--- src/rtl/multicycle_datapath_if.sv ---
// -----------------------------------------------------------------------------
// multicycle_datapath_if
//   Instruction and data memory bus for multicycle_datapath.
//
//   Handshake: the requester raises *_req and holds it, and every request
//   qualifier (address, write enable, write data), constant until the
//   responder answers. *_ack is a single-cycle completion strobe. Read data is
//   sampled in the same cycle as ack. An ack seen while the matching req is low
//   carries no meaning and is ignored. A requester may drop req without an ack
//   only through reset, which abandons the access.
//
//   Parameters: PC_W (instruction address width), DATA_W (data word width),
//               DMEM_AW (data address width).
//   Modports  : master - datapath side (drives req/addr/we/wdata)
//               slave  - memory side   (drives ack/rdata)
// -----------------------------------------------------------------------------
interface multicycle_datapath_if #(
  parameter int PC_W    = 5,
  parameter int DATA_W  = 8,
  parameter int DMEM_AW = 4
);
  logic               imem_req;
  logic [PC_W-1:0]    imem_addr;
  logic               imem_ack;
  logic [15:0]        imem_rdata;

  logic               dmem_req;
  logic               dmem_we;
  logic [DMEM_AW-1:0] dmem_addr;
  logic [DATA_W-1:0]  dmem_wdata;
  logic               dmem_ack;
  logic [DATA_W-1:0]  dmem_rdata;

  modport master (
    output imem_req, imem_addr,
    input  imem_ack, imem_rdata,
    output dmem_req, dmem_we, dmem_addr, dmem_wdata,
    input  dmem_ack, dmem_rdata
  );

  modport slave (
    input  imem_req, imem_addr,
    output imem_ack, imem_rdata,
    input  dmem_req, dmem_we, dmem_addr, dmem_wdata,
    output dmem_ack, dmem_rdata
  );
endinterface

--- src/rtl/multicycle_datapath.sv ---
// -----------------------------------------------------------------------------
// multicycle_datapath
//   Multicycle CPU datapath: program counter, 16-entry register file, ALU and
//   control FSM (IDLE -> FETCH -> EXEC -> [MEM] -> FETCH ..., HALT terminal).
//   Instruction/data memories sit behind req/ack handshakes on the mem bus.
//
//   Optional feature macro: MDP_ZERO_REG_EN
//     defined   : R0 always reads 0, writes to R0 are dropped.
//     undefined : R0 is an ordinary register.
//
//   Ports:
//     clk        - clock, rising edge
//     reset      - asynchronous, active-low reset
//     start      - launch execution from IDLE (ignored elsewhere)
//     mem        - instruction/data memory bus (master side)
//     retire     - one-cycle pulse per completed instruction (HALT included)
//     halted     - high while in HALT
//     pc         - current program counter
//     fsm_state  - current control state (IDLE=0 FETCH=1 EXEC=2 MEM=3 HALT=4)
// -----------------------------------------------------------------------------
module multicycle_datapath #(
  parameter int DATA_W  = 8,
  parameter int PC_W    = 5,
  parameter int DMEM_AW = 4
) (
  input  logic                   clk,
  input  logic                   reset,
  input  logic                   start,
  multicycle_datapath_if.master  mem,
  output logic                   retire,
  output logic                   halted,
  output logic [PC_W-1:0]        pc,
  output logic [2:0]             fsm_state
);

  typedef enum logic [2:0] {
    S_IDLE  = 3'd0,
    S_FETCH = 3'd1,
    S_EXEC  = 3'd2,
    S_MEM   = 3'd3,
    S_HALT  = 3'd4
  } state_t;

  localparam logic [3:0] OP_ADD  = 4'h0;
  localparam logic [3:0] OP_SUB  = 4'h1;
  localparam logic [3:0] OP_AND  = 4'h2;
  localparam logic [3:0] OP_LDI  = 4'h3;
  localparam logic [3:0] OP_LD   = 4'h4;
  localparam logic [3:0] OP_ST   = 4'h5;
  localparam logic [3:0] OP_BEQZ = 4'h6;
  localparam logic [3:0] OP_HALT = 4'h7;

  state_t            state_q, state_d;
  logic [15:0]       ir_q;
  logic [PC_W-1:0]   pc_q, pc_d;
  logic [DATA_W-1:0] rf_q [16];

  logic              ir_load;
  logic              wr_en;
  logic              wr_ok;
  logic [DATA_W-1:0] wr_data;

  logic [3:0]        op, rd, ra, rb;
  logic [7:0]        imm8;
  logic [DATA_W-1:0] rd_val, ra_val, rb_val;
  logic [DATA_W-1:0] alu_res;
  logic [PC_W-1:0]   pc_inc, br_target;

  assign op   = ir_q[15:12];
  assign rd   = ir_q[11:8];
  assign ra   = ir_q[7:4];
  assign rb   = ir_q[3:0];
  assign imm8 = ir_q[7:0];

  // Register read. Reads see the registered value, so a read of the register
  // being written on the same edge returns the old contents.
  function automatic logic [DATA_W-1:0] read_reg(input logic [3:0] idx);
`ifdef MDP_ZERO_REG_EN
    if (idx == 4'd0) return '0;
`endif
    return rf_q[idx];
  endfunction

  assign rd_val = read_reg(rd);
  assign ra_val = read_reg(ra);
  assign rb_val = read_reg(rb);

`ifdef MDP_ZERO_REG_EN
  assign wr_ok = wr_en && (rd != 4'd0);
`else
  assign wr_ok = wr_en;
`endif

  // PC arithmetic wraps naturally at PC_W bits. The branch target cast
  // truncates imm8 when PC_W < 8 and zero-extends it when PC_W > 8.
  assign pc_inc    = pc_q + PC_W'(1);
  assign br_target = PC_W'(imm8);

  always_comb begin
    alu_res = '0;
    case (op)
      OP_ADD:  alu_res = ra_val + rb_val;
      OP_SUB:  alu_res = ra_val - rb_val;
      OP_AND:  alu_res = ra_val & rb_val;
      default: alu_res = '0;
    endcase
  end

  // State register
  always_ff @(posedge clk or negedge reset) begin
    if (!reset) state_q <= S_IDLE;
    else        state_q <= state_d;
  end

  // Next state, architectural update controls and retire strobe
  always_comb begin
    state_d = state_q;
    pc_d    = pc_q;
    ir_load = 1'b0;
    wr_en   = 1'b0;
    wr_data = '0;
    retire  = 1'b0;
    case (state_q)
      S_IDLE: begin
        if (start) state_d = S_FETCH;
      end
      S_FETCH: begin
        if (mem.imem_ack) begin
          ir_load = 1'b1;
          state_d = S_EXEC;
        end
      end
      S_EXEC: begin
        case (op)
          OP_ADD, OP_SUB, OP_AND: begin
            wr_en   = 1'b1;
            wr_data = alu_res;
            pc_d    = pc_inc;
            retire  = 1'b1;
            state_d = S_FETCH;
          end
          OP_LDI: begin
            wr_en   = 1'b1;
            wr_data = DATA_W'(imm8);
            pc_d    = pc_inc;
            retire  = 1'b1;
            state_d = S_FETCH;
          end
          OP_LD, OP_ST: begin
            state_d = S_MEM;
          end
          OP_BEQZ: begin
            pc_d    = (rd_val == '0) ? br_target : pc_inc;
            retire  = 1'b1;
            state_d = S_FETCH;
          end
          OP_HALT: begin
            // PC is left pointing at the HALT instruction.
            retire  = 1'b1;
            state_d = S_HALT;
          end
          default: begin
            pc_d    = pc_inc;
            retire  = 1'b1;
            state_d = S_FETCH;
          end
        endcase
      end
      S_MEM: begin
        if (mem.dmem_ack) begin
          if (op == OP_LD) begin
            wr_en   = 1'b1;
            wr_data = mem.dmem_rdata;
          end
          pc_d    = pc_inc;
          retire  = 1'b1;
          state_d = S_FETCH;
        end
      end
      S_HALT: begin
        state_d = S_HALT;
      end
      default: begin
        state_d = S_IDLE;
      end
    endcase
  end

  // Architectural state: PC, instruction register, register file
  always_ff @(posedge clk or negedge reset) begin
    if (!reset) begin
      pc_q <= '0;
      ir_q <= '0;
      for (int i = 0; i < 16; i++) rf_q[i] <= '0;
    end else begin
      pc_q <= pc_d;
      if (ir_load) ir_q <= mem.imem_rdata;
      if (wr_ok)   rf_q[rd] <= wr_data;
    end
  end

  // Bus outputs decode straight from the state register, so an asynchronous
  // reset drops both requests immediately. The MEM qualifiers come from ir_q
  // and an rd register that is not written during MEM, so they hold until ack.
  assign mem.imem_req   = (state_q == S_FETCH);
  assign mem.imem_addr  = pc_q;
  assign mem.dmem_req   = (state_q == S_MEM);
  assign mem.dmem_we    = (state_q == S_MEM) && (op == OP_ST);
  assign mem.dmem_addr  = (state_q == S_MEM) ? imm8[DMEM_AW-1:0] : '0;
  assign mem.dmem_wdata = (state_q == S_MEM) ? rd_val : '0;

  assign halted    = (state_q == S_HALT);
  assign pc        = pc_q;
  assign fsm_state = state_q;

endmodule

--- src/flat_wrapper.sv ---
// flat-port wrapper written by rule: the top's interface ports become plain ports
module multicycle_datapath_flat 
#(
  parameter int DATA_W  = 8,
  parameter int PC_W    = 5,
  parameter int DMEM_AW = 4
)
  (clk, reset, start, retire, halted, pc, fsm_state, mem_imem_req, mem_imem_addr, mem_imem_ack, mem_imem_rdata, mem_dmem_req, mem_dmem_we, mem_dmem_addr, mem_dmem_wdata, mem_dmem_ack, mem_dmem_rdata);
  multicycle_datapath_if #(.PC_W(PC_W), .DATA_W(DATA_W), .DMEM_AW(DMEM_AW)) mem_i ();
  input  logic clk;
  input  logic reset;
  input  logic start;
  output logic retire;
  output logic halted;
  output logic [PC_W-1:0] pc;
  output logic [2:0] fsm_state;
  output wire logic [$bits(mem_i.imem_req)-1:0] mem_imem_req;
  output wire logic [$bits(mem_i.imem_addr)-1:0] mem_imem_addr;
  input wire logic [$bits(mem_i.imem_ack)-1:0] mem_imem_ack;
  input wire logic [$bits(mem_i.imem_rdata)-1:0] mem_imem_rdata;
  output wire logic [$bits(mem_i.dmem_req)-1:0] mem_dmem_req;
  output wire logic [$bits(mem_i.dmem_we)-1:0] mem_dmem_we;
  output wire logic [$bits(mem_i.dmem_addr)-1:0] mem_dmem_addr;
  output wire logic [$bits(mem_i.dmem_wdata)-1:0] mem_dmem_wdata;
  input wire logic [$bits(mem_i.dmem_ack)-1:0] mem_dmem_ack;
  input wire logic [$bits(mem_i.dmem_rdata)-1:0] mem_dmem_rdata;
  assign mem_imem_req = mem_i.imem_req;
  assign mem_imem_addr = mem_i.imem_addr;
  assign mem_i.imem_ack = mem_imem_ack;
  assign mem_i.imem_rdata = mem_imem_rdata;
  assign mem_dmem_req = mem_i.dmem_req;
  assign mem_dmem_we = mem_i.dmem_we;
  assign mem_dmem_addr = mem_i.dmem_addr;
  assign mem_dmem_wdata = mem_i.dmem_wdata;
  assign mem_i.dmem_ack = mem_dmem_ack;
  assign mem_i.dmem_rdata = mem_dmem_rdata;
  multicycle_datapath #(.DATA_W(DATA_W), .PC_W(PC_W), .DMEM_AW(DMEM_AW)) u_core (.clk(clk), .reset(reset), .start(start), .mem(mem_i), .retire(retire), .halted(halted), .pc(pc), .fsm_state(fsm_state));
endmodule
--- config.mk ---
export PLATFORM = sky130hd
export DESIGN_NAME = multicycle_datapath_flat
export DESIGN_NICKNAME = d
export VERILOG_FILES = /design/src/rtl/multicycle_datapath_if.sv /design/src/rtl/multicycle_datapath.sv /design/src/flat_wrapper.sv
export SDC_FILE = /design/constraint.sdc
export NUM_CORES = 1
export LEC_CHECK = 0
export CELL_PAD_IN_SITES_DETAIL_PLACEMENT = 1
export CELL_PAD_IN_SITES_GLOBAL_PLACEMENT = 1
export CORE_MARGIN = 5
export CORE_UTILIZATION = 50
export DETAILED_ROUTE_END_ITERATION = 8
export PLACE_DENSITY = 0.82
export REMOVE_ABC_BUFFERS = 1
export SLEW_MARGIN = 20
export SYNTH_ARGS = -nofsm -noshare
export SYNTH_HDL_FRONTEND = slang
export SYNTH_SLANG_ARGS = --single-unit
export TNS_END_PERCENT = 10
--- constraint.sdc ---
create_clock -name clk -period 7.11 [get_ports clk]
set_input_delay 1.0665 -clock clk [delete_from_list [all_inputs] [get_ports clk]]
set_output_delay 1.0665 -clock clk [all_outputs]
set_load 0.05 [all_outputs]
==> out/metrics.yaml, run 1 <==
insertedDiodeCount: 0
antenna_found_initial: 0
setup_tns_ns: 0
cts_sinks: 152
drv_cap: 0
routabilityCongestion: 0.957
via_count: 7659
ys.flop_type: "dfrtp_1"
grt_pass1_wl_um: 49400
yosys.cell_types.count: 54
via_per_inst: 6.99
grt-ovfl-total: 0
r2r_slack_ns: 1.93
critPathRequiredTime_ns: 7.38
netlist_area_mm2: 0.00948
dp_hpwl_um: 20500
grt_pass1_vias: 8182
setup_viol: 0
antenna_left: 0
clock_latency_ns: 0.44
die_area_mm2: 0.0218
fp.dieH_um: 148
htree_levels: 4
fin_cells: 1095
ys_seq_elements: 152
cts-root-buf: "clkbuf_16"
slew_headroom: 0.204
drt_first_pass_iters: 5
post-route-period-util: 0.729
p_per_area_mw_per_mm2: 388
wl_per_cell_um: 28.9
postCtsHoldBufs: 0
seq_area_frac_synth: 0.401
vdd_drop_max_v: 0.000199
clock_path_buffers: 2
finalHoldViolations: 0
grt_start_max_net_pins: 98
crit_path_start_kind: "flop"
cts_setup_buffers: 0
drtIter0Drc: 736
cp_max_fo: 22
io_buffers: 58
skew_ns: 0.0120
initial_core_util: 0.507
path_class: "reg -> reg"
core.rowCount: 50
ios: 59
synth-edff-count: 0
drc: 0
grtUsageTotal: 0.300
timing.final.crit_period_ns: 5.18
drive_gt1_frac: 0.223
rsz0062_at_grt: "no"
tightest_slew_ns: 1.19
postSynthAreaPerCell_um2: 11.5
wirelength_um: 31700
synth_warnings: 0
layout_common_cells: "dfrtp_1, nand2_1, mux4_2"
path_clk_slew_ns: 0.06
seq_area_mm2: 0.00381
cts_buffers: 17
status: "finished, final reports clean"
die_w_um: 148
post_cts_resize_count: 0
hp-class: "reg -> reg"
dp.cells: 1061
p_leak_uw: 0.00424
final_nets: 888
core_area_mm2: 0.0187
synthCells: 828
crit_path_end_kind: "flop"
fill_cells: 1923
fmaxAchievable_mhz: 193
cts_tree: "yes"
arrival_ns: 5.45
layout_commonest_cell: "dfrtp_1"
async_flop_share: 1.00
finalMaxSlewViolations: 0
syn2layout_area_growth_pct: 12.2
multi_input_area_mm2: 0.00524
[registers in the layout (all words and copies together) (netlist names)]
name and flops:
u_core.mem.imem_addr 5, u_core.fsm_state 3, u_core.ir_q 16, u_core.rf_q 128
[cell type report]
class,instances,area share
multi-input combinational,590,0.492
sequential,152,0.358
timing repair buffer,70,0.0631
clock buffer,20,0.0429
tap,234,0.0275
clock inverter,12,0.0109
inverter,17,0.00599
[logic make-up after synthesis]
logic type | Yosys count | synth area share
AO/OA/AOI/OAI | 195 | 0.119
XOR/XNOR | 11 | 0.0117
adder cells (fa/ha/maj) | 11 | 0.0153
buffers and inverters | 86 | 0.0468
flip-flops | 152 | 0.401
multiplexers | 132 | 0.289
AND/OR/NAND/NOR | 241 | 0.117
[synthesized netlist by cell type, types with 2 or more instances]
cell,instances,area [um^2]
dfrtp_1,152,3800
nand2_1,131,492
mux4_2,112,2520
o21ai_0,86,430
nor2_1,45,169
a21oi_1,41,205
clkbuf_1,29,109
o21ai_1,24,120
a22oi_1,20,150
buf_2,18,90.1
inv_1,17,63.8
mux2_2,15,169
and2_1,14,87.6
buf_4,10,75.1
ha_1,10,125
nand3_1,9,45.0
nor2b_1,7,43.8
buf_6,6,67.6
nor3_1,6,30.0
a22oi_2,5,62.6
buf_1,5,18.8
mux2i_1,5,50.1
nand2b_1,5,31.3
xnor2_1,5,43.8
xor2_1,5,43.8
and3_1,4,25.0
a21boi_0,3,22.5
a32oi_1,3,26.3
nor3_2,3,30.0
or3_1,3,18.8
a22o_1,2,17.5
a31oi_1,2,12.5
nor3b_2,2,25.0
nor4_2,2,25.0
o22ai_1,2,12.5
o31ai_1,2,15.0
[power breakdown]
| part | internal, uW | total (uW) | switching, uW |
|---|---|---|---|
| combinational | 869 | 1930 | 1060 |
| sequential | 996 | 1310 | 317 |
| clock | 504 | 892 | 388 |
| total | 2370 | 4130 | 1760 |
[path summary, 6_finish.rpt]
path,start,endpoint,cells past startpoint
max,u_core.ir_q[0],u_core.rf_q[103],16
min,u_core.rf_q[77],u_core.rf_q[77],2
max reg2reg,u_core.ir_q[0],u_core.rf_q[103],16
min reg2reg,u_core.rf_q[77],u_core.rf_q[77],2
max in group asynchronous,reset,u_core.ir_q[8],2
min in group asynchronous,reset,u_core.rf_q[1],1
[layer usage]
| metal | GRT usage | vias up | part of all wire |
|---|---|---|---|
| met5 | 0 | - | 0 |
| met4 | 0.161 | 0 | 0.055 |
| li1 | - | 3126 | - |
| met1 | 0.379 | 3988 | 0.38 |
| met3 | 0.0647 | 116 | 0.077 |
| met2 | 0.487 | 429 | 0.49 |
[worst max-delay path, stage by stage (launching register included)]
cell      delay, ns
dfrtp_2        0.66
buf_4          0.52
mux4_2         0.56
a22oi_1        0.21
nand2_1        0.18
inv_1          0.12
ha_1           0.24
a21oi_1        0.27
ha_1           0.29
nor2b_1        0.13
o21ai_0        0.22
a21boi_0       0.15
o21ai_0        0.29
a21oi_1        0.12
xnor3_2        0.42
o211ai_4       0.46
o21ai_0        0.17
[metrics by stage]
step / area [um^2] / power, uW / setup slack (ns) / hold slack [ns] / util
after floorplan: 9100 / 2600 / 2.31 / 0.475 / -
after global placement: 10100 / 3170 / 2.17 / 0.492 / 0.538
after detailed placement: 10100 / 3230 / 1.89 / 0.514 / 0.538
after CTS: 10600 / 4130 / 1.85 / 0.527 / 0.568
after global routing: 10600 / 4330 / 1.50 / 0.567 / 0.569
final: 10600 / 4130 / 1.93 / 0.528 / 0.569
Note: power is estimated with default switching activity, not from simulation.
==> inputs of run 2 (changes only) <==
--- a/config.mk
+++ b/config.mk
@@ -8,9 +8,9 @@
 export CELL_PAD_IN_SITES_DETAIL_PLACEMENT = 1
 export CELL_PAD_IN_SITES_GLOBAL_PLACEMENT = 1
 export CORE_MARGIN = 5
-export CORE_UTILIZATION = 50
+export CORE_UTILIZATION = 49
 export DETAILED_ROUTE_END_ITERATION = 8
-export PLACE_DENSITY = 0.82
+export PLACE_DENSITY = 0.81
 export REMOVE_ABC_BUFFERS = 1
 export SLEW_MARGIN = 20
 export SYNTH_ARGS = -nofsm -noshare
==> constraint.sdc (replaced) <==
create_clock -name clk -period 4.89 [get_ports clk]
set_input_delay 0.7335 -clock clk [delete_from_list [all_inputs] [get_ports clk]]
set_output_delay 0.7335 -clock clk [all_outputs]
set_load 0.05 [all_outputs]
==> out/metrics.yaml, run 2 (synthesis gave the netlist of run 1 again) <==
final_util: 0.572  # +0.00256
die_w_um: 149  # +0.95%
regMostFlops: "u_core.rf_q"
setup_viol: 0  # unchanged
p_leak_uw: 0.00430  # +1.3%
drive_gt1_frac: 0.237  # +0.0138
p_per_area_mw_per_mm2: 567  # +46%
grt-ovfl-total: 0  # unchanged
crit_path_end_kind: "flop"
antenna_left: 0  # unchanged
cts-root-buf: "clkbuf_16"
grtUsageTotal: 0.313  # +0.0133
wl_per_cell_um: 29.7  # +2.7%
arrival_ns: 4.93  # -0.52 ns
fmaxAchievable_mhz: 215  # +11%
drc: 0  # unchanged
drv_cap: 0  # unchanged
ios: 59  # unchanged
via_count: 7934  # +3.6%
holdWs_ns: 0.301  # -0.227 ns
finalMaxSlewViolations: 0  # unchanged
io_buffers: 58  # unchanged
initial_core_util: 0.502  # -0.00504
final_nets: 901  # +1.5%
routabilityCongestion: 0.912  # -4.7%
tightest_slew_ns: 1.16  # -0.0298 ns
layout_commonest_cell: "dfrtp_1"
core.rowCount: 50  # unchanged
rsz0062_at_grt: "no"
htree_levels: 4  # unchanged
clock_latency_ns: 0.43  # about the same
skew_ns: 0.00845  # -0.00358 ns
setup_tns_ns: 0  # unchanged
timing.final.crit_period_ns: 4.66  # -0.522 ns
wirelength_um: 33700  # +6.4%
post-route-period-util: 0.953  # +0.224
layout_common_cells: "dfrtp_1, nand2_1, mux4_2"
drtIter0Drc: 855  # +16%
antenna_found_initial: 0  # unchanged
vdd_drop_max_v: 0.000328  # +65%
path_clk_slew_ns: 0.06  # about the same
via_per_inst: 7.00  # about the same
grt_start_max_net_pins: 69  # -30%
clock_path_buffers: 2  # unchanged
finalHoldViolations: 0  # unchanged
insertedDiodeCount: 0  # unchanged
cts_sinks: 152  # unchanged
cts_tree: "yes"
crit_path_start_kind: "flop"
core_area_mm2: 0.0189  # +1.0%
slew_headroom: 0.219  # +0.0155
dp_hpwl_um: 21600  # +5.6%
drt_first_pass_iters: 5  # unchanged
cts_buffers: 17  # unchanged
cp_max_fo: 27  # +23%
path_class: "reg -> reg"
largest_reg_flops: 128  # unchanged
status: "finished, final reports clean"
die_area_mm2: 0.0222  # +1.9%
critPathRequiredTime_ns: 5.16  # -2.22 ns
hp-class: "in -> async"
syn2layout_area_growth_pct: 13.9
grt_pass1_wl_um: 52200  # +5.7%
grt_pass1_vias: 8755  # +7.0%
fp.dieH_um: 149  # +0.95%
==> run 2: cell types whose count changed in the layout (fill, tap and decap cells not counted), sizes merged <==
cell      delta
buf         +15
bufinv       -1
clkbuf       -3
clkinv       -1
clkinvlp     +3
==> run 2: final timing paths <==
path	from	end	slack, ns	cells past startpoint
max	u_core.ir_q[1]	u_core.rf_q[119]	0.23	14
min in group clk	u_core.fsm_state[2]	u_core.fsm_state[1]	0.52	1
max reg2reg	u_core.ir_q[1]	u_core.rf_q[119]	0.23	14
max in group asynchronous	reset	u_core.rf_q[125]	3.45	2
min	reset	u_core.rf_q[57]	0.30	1
min reg2reg	u_core.fsm_state[2]	u_core.fsm_state[1]	0.52	1
==> run 2: repair_timing <==
item,in CTS,in global routing
hold buffers,0,0
resized for setup,0,1
endpoints found under the setup margin,0,16
setup buffers,0,5
==> run 2: through the flow <==
step	setup slack [ns]	std cells	cell area [um^2]	total power [uW]
2_1_floorplan	0.0936	759	9100	3780
3_3_place_gp	0.402	1097	10200	4650
3_5_place_dp	0.218	1097	10200	4760
4_1_cts	0.126	1129	10800	6060
5_1_grt	0.0464	1134	10800	6380
6_report	0.229	1134	10800	6130
==> run 2: routing by layer <==
metal  share of wire  vias up  GRT usage
met5               0        -          0
met4           0.067        0      0.207
met3           0.086      146     0.0687
met2            0.49      571      0.512
met1            0.35     4071      0.374
li1                -     3146          -
==> run 2: final cells by class <==
type	instances	area, um^2
Clock buffer	19	443
Clock inverter	13	96.3
Sequential cell	152	3810
Timing Repair Buffer	83	820
Fill cell	1948	8090
Inverter	17	63.8
Tap cell	260	325
Multi-Input combinational cell	590	5240
==> run 2: power breakdown <==
part	switching, uW	internal, uW
logic	1540	1350
registers	556	1450
clock network	560	664
==> run 2: worst max-delay path, cell delays in order (launching register included) <==
cell and delay (ns):
dfrtp_1 0.71, buf_12 0.31, mux4_2 0.33, a22oi_1 0.36, nand2_1 0.25, nor3_2 0.30
or2_2 0.18, xor2_1 0.15, ha_1 0.30, a21boi_0 0.14, o21ai_0 0.29, a21oi_1 0.12
xnor3_2 0.43, o211ai_4 0.43, o21ai_0 0.19
==> inputs of run 3 (changes only) <==
--- a/config.mk
+++ b/config.mk
@@ -11,6 +11,7 @@
 export CORE_UTILIZATION = 49
 export DETAILED_ROUTE_END_ITERATION = 8
 export PLACE_DENSITY = 0.81
+export RECOVER_POWER = 50
 export REMOVE_ABC_BUFFERS = 1
 export SLEW_MARGIN = 20
 export SYNTH_ARGS = -nofsm -noshare
==> out/metrics.yaml, run 3 (synthesis gave the netlist of run 1 again) <==
syn2layout_area_growth_pct: 13.8  # about the same
dp.cells: 1097  # unchanged
hp-class: "in -> async"
p_per_area_mw_per_mm2: 568  # about the same
ios: 59  # unchanged
post-route-period-util: 0.953  # about the same
fp.dieH_um: 149  # unchanged
grtUsageTotal: 0.313  # unchanged
drive_gt1_frac: 0.235  # -0.00229
clock_path_buffers: 2  # unchanged
htree_levels: 4  # unchanged
holdWs_ns: 0.301  # -0.000266 ns
skew_ns: 0.00845  # -0.000000940 ns
core_area_mm2: 0.0189  # unchanged
initial_core_util: 0.502  # unchanged
drv_cap: 2  # +2
grt_pass1_vias: 8755  # unchanged
postCtsHoldBufs: 0  # unchanged
timing.final.crit_period_ns: 4.66  # -0.00135 ns
critPathRequiredTime_ns: 5.16  # about the same
routabilityCongestion: 0.912  # unchanged
finalPower_uw: 6130  # about the same
r2r.worst_path.cells: 14  # unchanged
r2r-start: "u_core.ir_q[1]"
fmaxAchievable_mhz: 215  # about the same
finalMaxSlewViolations: 88  # +88
drtIter0Drc: 855  # unchanged
layout_commonest_cell: "dfrtp_1"
slew_headroom: -0.891  # -1.11
insertedDiodeCount: 0  # unchanged
core.rowCount: 50  # unchanged
die_w_um: 149  # unchanged
setup_ws_ns: 0.230  # +0.00135 ns
cts-root-buf: "clkbuf_16"
largest_reg_flops: 128  # unchanged
arrival_ns: 4.93  # about the same
crit_path_end_kind: "flop"
violations: "capacitance limit, slew limit"
via_count: 7931  # -0.038%
dp_slack_ns: 0.218  # unchanged
p_leak_uw: 0.00429  # -0.19%
cp_max_fo: 27  # unchanged
path_clk_slew_ns: 0.06  # about the same
grt_pass1_wl_um: 52200  # unchanged
setup_viol: 0  # unchanged
crit_path_start_kind: "flop"
layout_common_cells: "dfrtp_1, nand2_1, mux4_2"
rsz0062_at_grt: "no"
vdd_drop_max_v: 0.000328  # about the same
dp_hpwl_um: 21600  # unchanged
via_per_inst: 6.99  # about the same
tightest_slew_ns: 2.84  # +1.67 ns
setup_tns_ns: 0  # unchanged
grt-ovfl-total: 0  # unchanged
final_nets: 901  # unchanged
drc: 0  # unchanged
cp-startpoint: "u_core.ir_q[1]"
fin_cells: 1134  # unchanged
clock_latency_ns: 0.43  # about the same
path_class: "reg -> reg"
regMostFlops: "u_core.rf_q"
status: "finished with violations"
io_buffers: 58  # unchanged
antenna_found_initial: 0  # unchanged
cts_tree: "yes"
cts_buffers: 17  # unchanged
cts_sinks: 152  # unchanged
finalHoldViolations: 0  # unchanged
drt_first_pass_iters: 5  # unchanged
wl_per_cell_um: 29.7  # about the same
grt_start_max_net_pins: 69  # unchanged
antenna_left: 0  # unchanged
die_area_mm2: 0.0222  # unchanged
wirelength_um: 33700  # about the same
[run 3: power by group]
part | switching [uW] | total [uW] | internal [uW] | leakage, uW
sequential | 556 | 2010 | 1450 | 0.00205
combinational | 1540 | 2900 | 1350 | 0.00199
clock | 560 | 1220 | 664 | 0.000252
total | 2660 | 6130 | 3470 | 0.00429
[run 3: timing repair]
item | 4_1_cts | 5_1_grt
setup buffers | 0 | 5
gates resized for setup | 0 | 1
setup endpoints to repair | 0 | 16
[run 3: final timing paths]
kind                                       endpoint  slack (ns)
worst max-delay path               u_core.rf_q[119]        0.23
worst min-delay path                u_core.rf_q[57]        0.30
worst max register to register     u_core.rf_q[119]        0.23
worst min register to register  u_core.fsm_state[1]        0.52
max in group asynchronous          u_core.rf_q[125]        1.47
min in group clk                u_core.fsm_state[1]        0.52
[run 3: metal layers]
metal	vias to the layer above	track usage	wire, um	share of wire
li1	3144	-	-	-
met1	4078	0.374	11900	0.35
met2	563	0.512	16600	0.49
met3	146	0.0687	2890	0.086
met4	0	0.207	2270	0.067
met5	-	0	0	0
[run 3: cell type report]
cell class                 instances  area, um^2
timing repair buffer              83         812
fill                            1948        8100
sequential                       152        3810
clock buffer                      19         443
multi-input combinational        590        5240
tap                              260         325
clock inverter                    13        96.3
inverter                          17        63.8
[run 3: critical path, stage by stage, from the launching register on]
cell and delay (ns):
dfrtp_1 0.71, buf_12 0.31, mux4_2 0.33, a22oi_1 0.36
nand2_1 0.25, nor3_2 0.30, or2_2 0.18, xor2_1 0.15
ha_1 0.30, a21boi_0 0.14, o21ai_0 0.29, a21oi_1 0.12
xnor3_2 0.43, o211ai_4 0.43, o21ai_0 0.19
[run 3: through the flow]
stage	utilization	cell area, um^2
after global routing	0.571	10800
after CTS	0.569	10800
final	0.571	10800
after floorplan	-	9100
after detailed placement	0.541	10200
after global placement	0.541	10200
